==> config.mk <==
export PLATFORM = sky130hd
export DESIGN_NAME = eth_frame_tx
export DESIGN_NICKNAME = d
export VERILOG_FILES = /design/src/rtl/eth_frame_tx.sv
export SDC_FILE = /design/constraint.sdc
export NUM_CORES = 1
export LEC_CHECK = 0
export ABC_AREA = 1
export BUFFER_PORTS_ARGS = -buffer_cell sky130_fd_sc_hd__buf_2
export CORE_MARGIN = 1.5
export CORE_UTILIZATION = 35
export CTS_CLUSTER_SIZE = 24
export DETAILED_ROUTE_END_ITERATION = 10
export PLACE_DENSITY = 0.63
export SKIP_CTS_REPAIR_TIMING = 1
export SLEW_MARGIN = 20
export SYNTH_ARGS = -nofsm -noshare
export SYNTH_HDL_FRONTEND = slang
export SYNTH_SLANG_ARGS = --single-unit
==> constraint.sdc <==
create_clock -name in_clk -period 2.79 [get_ports in_clk]
set_clock_uncertainty 0.2 [all_clocks]
set_input_delay 0.279 -clock in_clk [delete_from_list [all_inputs] [get_ports in_clk]]
set_output_delay 0.279 -clock in_clk [all_outputs]
set_load 0.05 [all_outputs]
==> src/rtl/eth_frame_tx.sv <==
// Ethernet MAC transmit framer: preamble/SFD, header, payload with zero padding,
// CRC-32 FCS and inter-packet gap on a registered byte-wide GMII-style bus.
module eth_frame_tx #(
  parameter logic [7:0] PREAMBLE_BYTE = 8'h55,
  parameter logic [7:0] SFD_BYTE      = 8'hD5,
  parameter int         IPG_BYTES     = 12
) (
  input  logic        in_clk,
  input  logic        in_rst_n,
  input  logic        in_start,
  input  logic [47:0] in_dest_mac,
  input  logic [47:0] in_src_mac,
  input  logic [15:0] in_ether_type,
  input  logic        in_data_valid,
  input  logic [7:0]  in_data,
  input  logic        in_data_last,
  output logic        out_data_ready,
  output logic        out_txen,
  output logic [7:0]  out_txd,
  output logic        out_busy,
  output logic        out_underrun,
  output logic        out_oversize
);

  typedef enum logic [3:0] {
    S_IDLE, S_PRE, S_SFD, S_DEST, S_SRC, S_TYPE, S_PAY, S_PAD, S_FCS, S_IPG
  } state_t;

  localparam logic [11:0] LAST_IPG  = 12'(IPG_BYTES - 1);
  localparam logic [11:0] MAX_PAY_M1 = 12'd1499;
  localparam logic [11:0] MIN_DATA  = 12'd46;

  // State and counter describe the octet currently on out_txd.
  state_t        r_state;
  logic [11:0]   r_cnt;
  logic [111:0]  r_hdr;
  logic [31:0]   r_crc;
  logic          r_pay_end;
  logic          r_txen;
  logic [7:0]    r_txd;
  logic          r_busy;
  logic          r_underrun;
  logic          r_oversize;

  logic          w_ready;
  logic          w_pay_max;
  logic [7:0]    w_hdr_byte;

  function automatic logic [31:0] crc_byte(input logic [31:0] crc, input logic [7:0] d);
    logic [31:0] c;
    c = crc ^ {24'd0, d};
    for (int i = 0; i < 8; i++) begin
      c = c[0] ? ((c >> 1) ^ 32'hEDB88320) : (c >> 1);
    end
    return c;
  endfunction

  // Ready looks only at where the frame is, never at in_data_valid.
  assign w_ready    = ((r_state == S_TYPE) && (r_cnt == 12'd1)) ||
                      ((r_state == S_PAY) && !r_pay_end);
  assign w_pay_max  = (r_state == S_PAY) && (r_cnt == MAX_PAY_M1);
  assign w_hdr_byte = r_hdr[111:104];

  always_ff @(posedge in_clk or negedge in_rst_n) begin
    if (!in_rst_n) begin
      r_state    <= S_IDLE;
      r_cnt      <= 12'd0;
      r_hdr      <= 112'd0;
      r_crc      <= 32'hFFFFFFFF;
      r_pay_end  <= 1'b0;
      r_txen     <= 1'b0;
      r_txd      <= 8'h00;
      r_busy     <= 1'b0;
      r_underrun <= 1'b0;
      r_oversize <= 1'b0;
    end else if (w_ready) begin
      if (in_data_valid) begin
        r_state   <= S_PAY;
        r_cnt     <= (r_state == S_PAY) ? r_cnt + 12'd1 : 12'd1;
        r_txd     <= in_data;
        r_crc     <= crc_byte(r_crc, in_data);
        r_pay_end <= in_data_last | w_pay_max;
        if (w_pay_max && !in_data_last) begin
          r_oversize <= 1'b1;
        end
      end else begin
        r_state    <= S_IPG;
        r_cnt      <= 12'd0;
        r_txen     <= 1'b0;
        r_txd      <= 8'h00;
        r_underrun <= 1'b1;
      end
    end else begin
      case (r_state)
        S_IDLE: begin
          if (in_start) begin
            r_state    <= S_PRE;
            r_cnt      <= 12'd0;
            r_hdr      <= {in_dest_mac, in_src_mac, in_ether_type};
            r_crc      <= 32'hFFFFFFFF;
            r_pay_end  <= 1'b0;
            r_txen     <= 1'b1;
            r_txd      <= PREAMBLE_BYTE;
            r_busy     <= 1'b1;
            r_underrun <= 1'b0;
            r_oversize <= 1'b0;
          end
        end
        S_PRE: begin
          if (r_cnt == 12'd6) begin
            r_state <= S_SFD;
            r_cnt   <= 12'd0;
            r_txd   <= SFD_BYTE;
          end else begin
            r_cnt <= r_cnt + 12'd1;
            r_txd <= PREAMBLE_BYTE;
          end
        end
        // Header octets shift out of r_hdr MSB first; S_TYPE only sees count 0 here.
        S_SFD, S_DEST, S_SRC, S_TYPE: begin
          r_txd <= w_hdr_byte;
          r_hdr <= r_hdr << 8;
          r_crc <= crc_byte(r_crc, w_hdr_byte);
          r_cnt <= r_cnt + 12'd1;
          case (r_state)
            S_SFD: begin
              r_state <= S_DEST;
              r_cnt   <= 12'd0;
            end
            S_DEST: begin
              if (r_cnt == 12'd5) begin
                r_state <= S_SRC;
                r_cnt   <= 12'd0;
              end
            end
            S_SRC: begin
              if (r_cnt == 12'd5) begin
                r_state <= S_TYPE;
                r_cnt   <= 12'd0;
              end
            end
            default: ;
          endcase
        end
        S_PAY: begin
          if (r_cnt < MIN_DATA) begin
            r_state <= S_PAD;
            r_cnt   <= r_cnt + 12'd1;
            r_txd   <= 8'h00;
            r_crc   <= crc_byte(r_crc, 8'h00);
          end else begin
            r_state <= S_FCS;
            r_cnt   <= 12'd0;
            r_txd   <= ~r_crc[7:0];
            r_crc   <= r_crc >> 8;
          end
        end
        // In PAD the counter holds the total data octets sent, including padding.
        S_PAD: begin
          if (r_cnt == MIN_DATA) begin
            r_state <= S_FCS;
            r_cnt   <= 12'd0;
            r_txd   <= ~r_crc[7:0];
            r_crc   <= r_crc >> 8;
          end else begin
            r_cnt <= r_cnt + 12'd1;
            r_txd <= 8'h00;
            r_crc <= crc_byte(r_crc, 8'h00);
          end
        end
        S_FCS: begin
          if (r_cnt == 12'd3) begin
            r_state <= S_IPG;
            r_cnt   <= 12'd0;
            r_txen  <= 1'b0;
            r_txd   <= 8'h00;
          end else begin
            r_cnt <= r_cnt + 12'd1;
            r_txd <= ~r_crc[7:0];
            r_crc <= r_crc >> 8;
          end
        end
        S_IPG: begin
          if (r_cnt == LAST_IPG) begin
            r_state <= S_IDLE;
            r_cnt   <= 12'd0;
            r_busy  <= 1'b0;
          end else begin
            r_cnt <= r_cnt + 12'd1;
          end
        end
        default: begin
          r_state <= S_IDLE;
          r_txen  <= 1'b0;
          r_busy  <= 1'b0;
        end
      endcase
    end
  end

  assign out_data_ready = w_ready;
  assign out_txen       = r_txen;
  assign out_txd        = r_txd;
  assign out_busy       = r_busy;
  assign out_underrun   = r_underrun;
  assign out_oversize   = r_oversize;

endmodule

# Word-level counts from Yosys, hierarchy flattened
# Index checks and enable logic that the tools add are counted.
# totals
register_bits	173
inputBits	125
out_inout_bits	13
wordCells	182
# classes
add_sub_neg	1
magnitude_cmp	1
eq_ne	31
mux	81
bitwise	30
reduce_logical	28
# op_table
cell	count
$mux 32	30
$not 13->14	24
$pmux 112 s2	1
$pmux 32 s5	1
$mux 12	10
$mux 112	1
$pmux 12 s7	1
$xor 32x8->32	2
$mux 8	7
$pmux 8 s6	1
$mux 4	10
$pmux 4 s7	1
$eq 12x3->1 const B	2
$pmux 12 s2	1
$ne 3x3->1 const B	6
$eq 4x3->1 const B	4
$reduce_and 4->1	4
$reduce_or 8->1	2
$mux 1	14
$add 12x1->12 const B	1
$eq 12x1->1 const B	1
$eq 12x11->1 const B	1
$eq 12x2->1 const B	1
$eq 12x4->1 const B	1
other kinds (27)	45

# Depth between registers and ports, before layout
# logic_depth
depth_word	19
mapped_depth	16
ltp_nobuf	15

# Least setup slack after synthesis
# No wires, ideal clock.
# synth_timing
kind	flip-flop to flip-flop
from	register r_state[1]
to	register r_txd[3], in the netlist out_txd[3]
setup_ns	0.149
arrival_time_ns	1.745
required_ns	2.441
setup_slack_ns	0.696
stages_incl_launch_ff	10
n_path_buf	3
synth_period_minus_slack_ns	2.094
cell_sequence	dfrtp_1 > buf_4 > inv_1 > nand2_2 > nor2_1 > nand4_2 > nand2_4 > buf_2 > buf_2 > o221ai_1
# synth_via
elab_chain_cells	5
# synth_rtl
element	line_no	text
from (decl)	34	state_t r_state;
from (signal assigned)	66	r_state <= S_IDLE;
from (signal assigned)	78	r_state <= S_PAY;
from (signal assigned)	87	r_state <= S_IPG;
$eq 4x3->1, on equally long branches	59, 60	
$logic_and 1x1->1, on equally long branches	59, 60	
$logic_or 1x1->1 (*)	59	assign w_ready = ((r_state == S_TYPE) && (r_cnt == 12'd1)) ||
net out_data_ready	17	output logic out_data_ready,
$reduce_bool 7->1 (no source line) / $ne 3x3->1 (equally long branches)	-	
$reduce_and 2->1 (no source line)	-	
to (signal assigned)	80	r_txd <= in_data;
to (signal assigned)	121	r_txd <= w_hdr_byte;
to (signal assigned)	154	r_txd <= ~r_crc[7:0];
to (decl)	40	logic [7:0] r_txd;
# Mark *: on every way through the listed nets, which the timed path passes. The rest lies on a longest branch.
# A chain may end at the register's enable or synchronous reset.

# Final worst setup path
# layout_timing
from	register r_state[1]
to	output out_data_ready
# layout_via
elab_chain_cells	3
# layout_rtl
element	line_no
$eq 4x3->1, on equally long branches	59, 60
$logic_and 1x1->1, on equally long branches	59, 60
$logic_or 1x1->1 (*)	59
to (decl)	17
# Every way passes the cells marked *; elsewhere a longest branch is shown, timed or not.

==> run metrics <==
post-route cell area=16200 sq um; drt drc=0; Die Y=195 um; maximum capacitance violations=0; commonest non-fill, non-tap cells in the layout=nand2_1 (608), inv_1 (210), nand3_1 (159); crit-path cells=inv_1 -> nand2_2 -> nor2_1 -> nand4_2 -> nand2_8 -> buf_4 -> clkbuf_4; WL/cell=17.9 um; Hold Path Depth=3; xor and xnor area share after synthesis=7.53%; Worst R2R Path Depth=10; number of synthesized flops with an enable pin=0; HP Class=input port to flop; multiplexer area fraction after synthesis=0%; largest family of logic cells by synthesized area=simple AND/OR/NAND/NOR gates; clock-pin slew on the worst setup and hold paths=0.08 ns; commonest non-fill, non-tap cell in the layout=nand2_1; first-pass GRT wire length=72200 um; synthesized area=12900 sq um; CP Max Fanout=16; vias in the first global route=12.8k; required time worst endpoint=2.31 ns; DRT iter0 DRCs=1188; I/O Buffers=137; crit path launch type=flop; Slew @ Worst Pin=0.814 ns; Tmin final=2.67 ns; largest net degree at the start of global routing=112; Crit path largest cell delay=0.47 ns; post-synthesis register bit count=173; drt total wl=47600 um; synth unique cells=48; fin crit share=95.9%; CTS buffer count=17; Vias/cell=5.33; Mapped Nets=2049; H-tree depth=4; die width=195 um; hold path endpoint=r_hdr[97]; full die area=38000 sq um; Nets=2303; final core occ=44.4%; CTS Buffer Depth=2; Initial Util=35.4%; Area growth, synth to finish=25.4%; Primary FF master, synth=dfrtp_1; total track usage=24.2%; DP HPWL=34300 um; Setup violations, final=0; DRT antenna net count=0; Diodes inserted=0; gpl congestion=1.02; clk_lat worst skew=0.46 ns; critical path data arrival time=2.20 ns; initial antenna violation count=1; crit path capture type=output pin; Synth Area in Compound Gates=17.2%; CTS tree=done; number of I/O pins=138; area fraction of the dominant cell type after synthesis=27.4%; fmax=374 MHz; failing checks=hold timing; CTS Root Cell=clkbuf_16; Synth area leader=dfrtp_1; Synth Instances=1921; Reg-to-Reg Start=r_crc[1]; Worst slew margin=45.4%; setup ws final=0.115 ns; via count=14.1k; setup tns final=0 ns; flop2flop setup slack=0.16 ns; hold_sp=in_dest_mac[33]; worst hold slack=-0.0476 ns; Post-Synth Simple-Gate Area=30.3%; share of layout cells above drive strength 1=15.2%; Area after DPL=14300 sq um; Synth Area per Inst=6.71 sq um; sequential-to-total area share from yosys stat=33.9%; Slew Viols, Final=0; DRT Pass-1 Iters=7; endpoints failing hold=3; Ys Warns=0; grt ovf=0; ranking of synthesized cells by area=dfrtp_1 (27%), nand2_1 (18%), o211ai_1 (6.8%); post-synthesis adder-cell area fraction=0.291%; Slowest-stage cell, CP=dfrtp_1; ys async rst share=100%; RSZ-0062 raised after global routing=no; CP Class=flop to output pin; worst r2r dst=r_crc[15]; CTS Sinks=173; status=finished with violations; row cnt=70; Setup WS pre-CTS=-0.0815 ns; Core Region=36400 sq um
-- critical path, delay by kind of cell (launching register included) --
kind | cells | cell delay (ns)
flip-flops | 1 | 0.47
buffers and inverters | 3 | 0.60
AND/OR/NAND/NOR | 4 | 0.65
-- cells in the mapped netlist (2+ instances only) --
cell,number
nor4_1,3
buf_2,24
o211ai_1,116
buf_6,7
nand3_1,159
clkinv_1,3
buf_4,18
a21oi_1,48
a31oi_1,6
nand3_2,2
buf_1,9
inv_2,16
nand2_1,613
dfstp_2,32
xnor2_1,34
nor2_2,4
o31ai_1,6
o21ai_0,76
nor2_1,103
nand4_1,26
o21ai_1,95
ha_1,3
nand2_2,9
a22oi_1,5
or2_2,6
clkbuf_1,39
inv_1,210
nor3_1,7
o22ai_1,7
dfrtp_1,141
o221ai_1,3
xor2_1,75
-- how the worst max path moves through the flow --
stage / startpoint / to / slack, ns / cells after the start
5_1_grt: r_state[1] / out_data_ready / 0.01 / 7
4_1_cts: r_crc[1] / r_crc[19] / -0.10 / 14
3_3_place_gp: r_crc[1] / r_crc[26] / -0.02 / 13
2_1_floorplan: r_state[1] / out_txd[3] / 0.70 / 9
3_5_place_dp: r_crc[1] / r_crc[19] / -0.08 / 14
6_report: r_state[1] / out_data_ready / 0.12 / 7
-- layout make-up --
cell class                 instances  area [sq um]
fill                            3660         20300
multi-input combinational       1421          7180
sequential                       173          4370
timing repair buffer             332          2550
inverter                         230           866
tap                              468           586
clock buffer                      17           425
clock inverter                    15           189
-- metal layers --
layer | global-route usage [%] | wire length (um) | vias to the layer above
met5 | 0 | 10 | -
met4 | 9.62 | 2020 | 2
met3 | 5.67 | 4120 | 133
met2 | 37.5 | 21400 | 688
met1 | 32.6 | 20100 | 6558
li1 | - | - | 6768
-- through the flow --
| stage | hold slack [ns] | cells |
|---|---|---|
| CTS | -0.351 | 2539 |
| global route | -0.00259 | 2656 |
| finish | -0.0476 | 2656 |
| detailed placement | 0.138 | 2507 |
| global placement | 0.140 | 2507 |
| floorplan | -0.217 | 1921 |
-- logic make-up after synthesis --
family	Yosys count
AND/OR/NAND/NOR	940
AO/OA/AOI/OAI	368
buffers and inverters	327
flip-flops	173
XOR/XNOR	110
adder cells (fa/ha/maj)	3
-- registers in the layout, summed over array words and instances (netlist names), 4 cells and up --
name     count
out_txd      8
r_cnt       12
r_crc       32
r_hdr      112
r_state      4
Power is left out: the tool's default activity adds up to more than one toggle a clock period on the data nets, which glitch-free logic cannot reach.
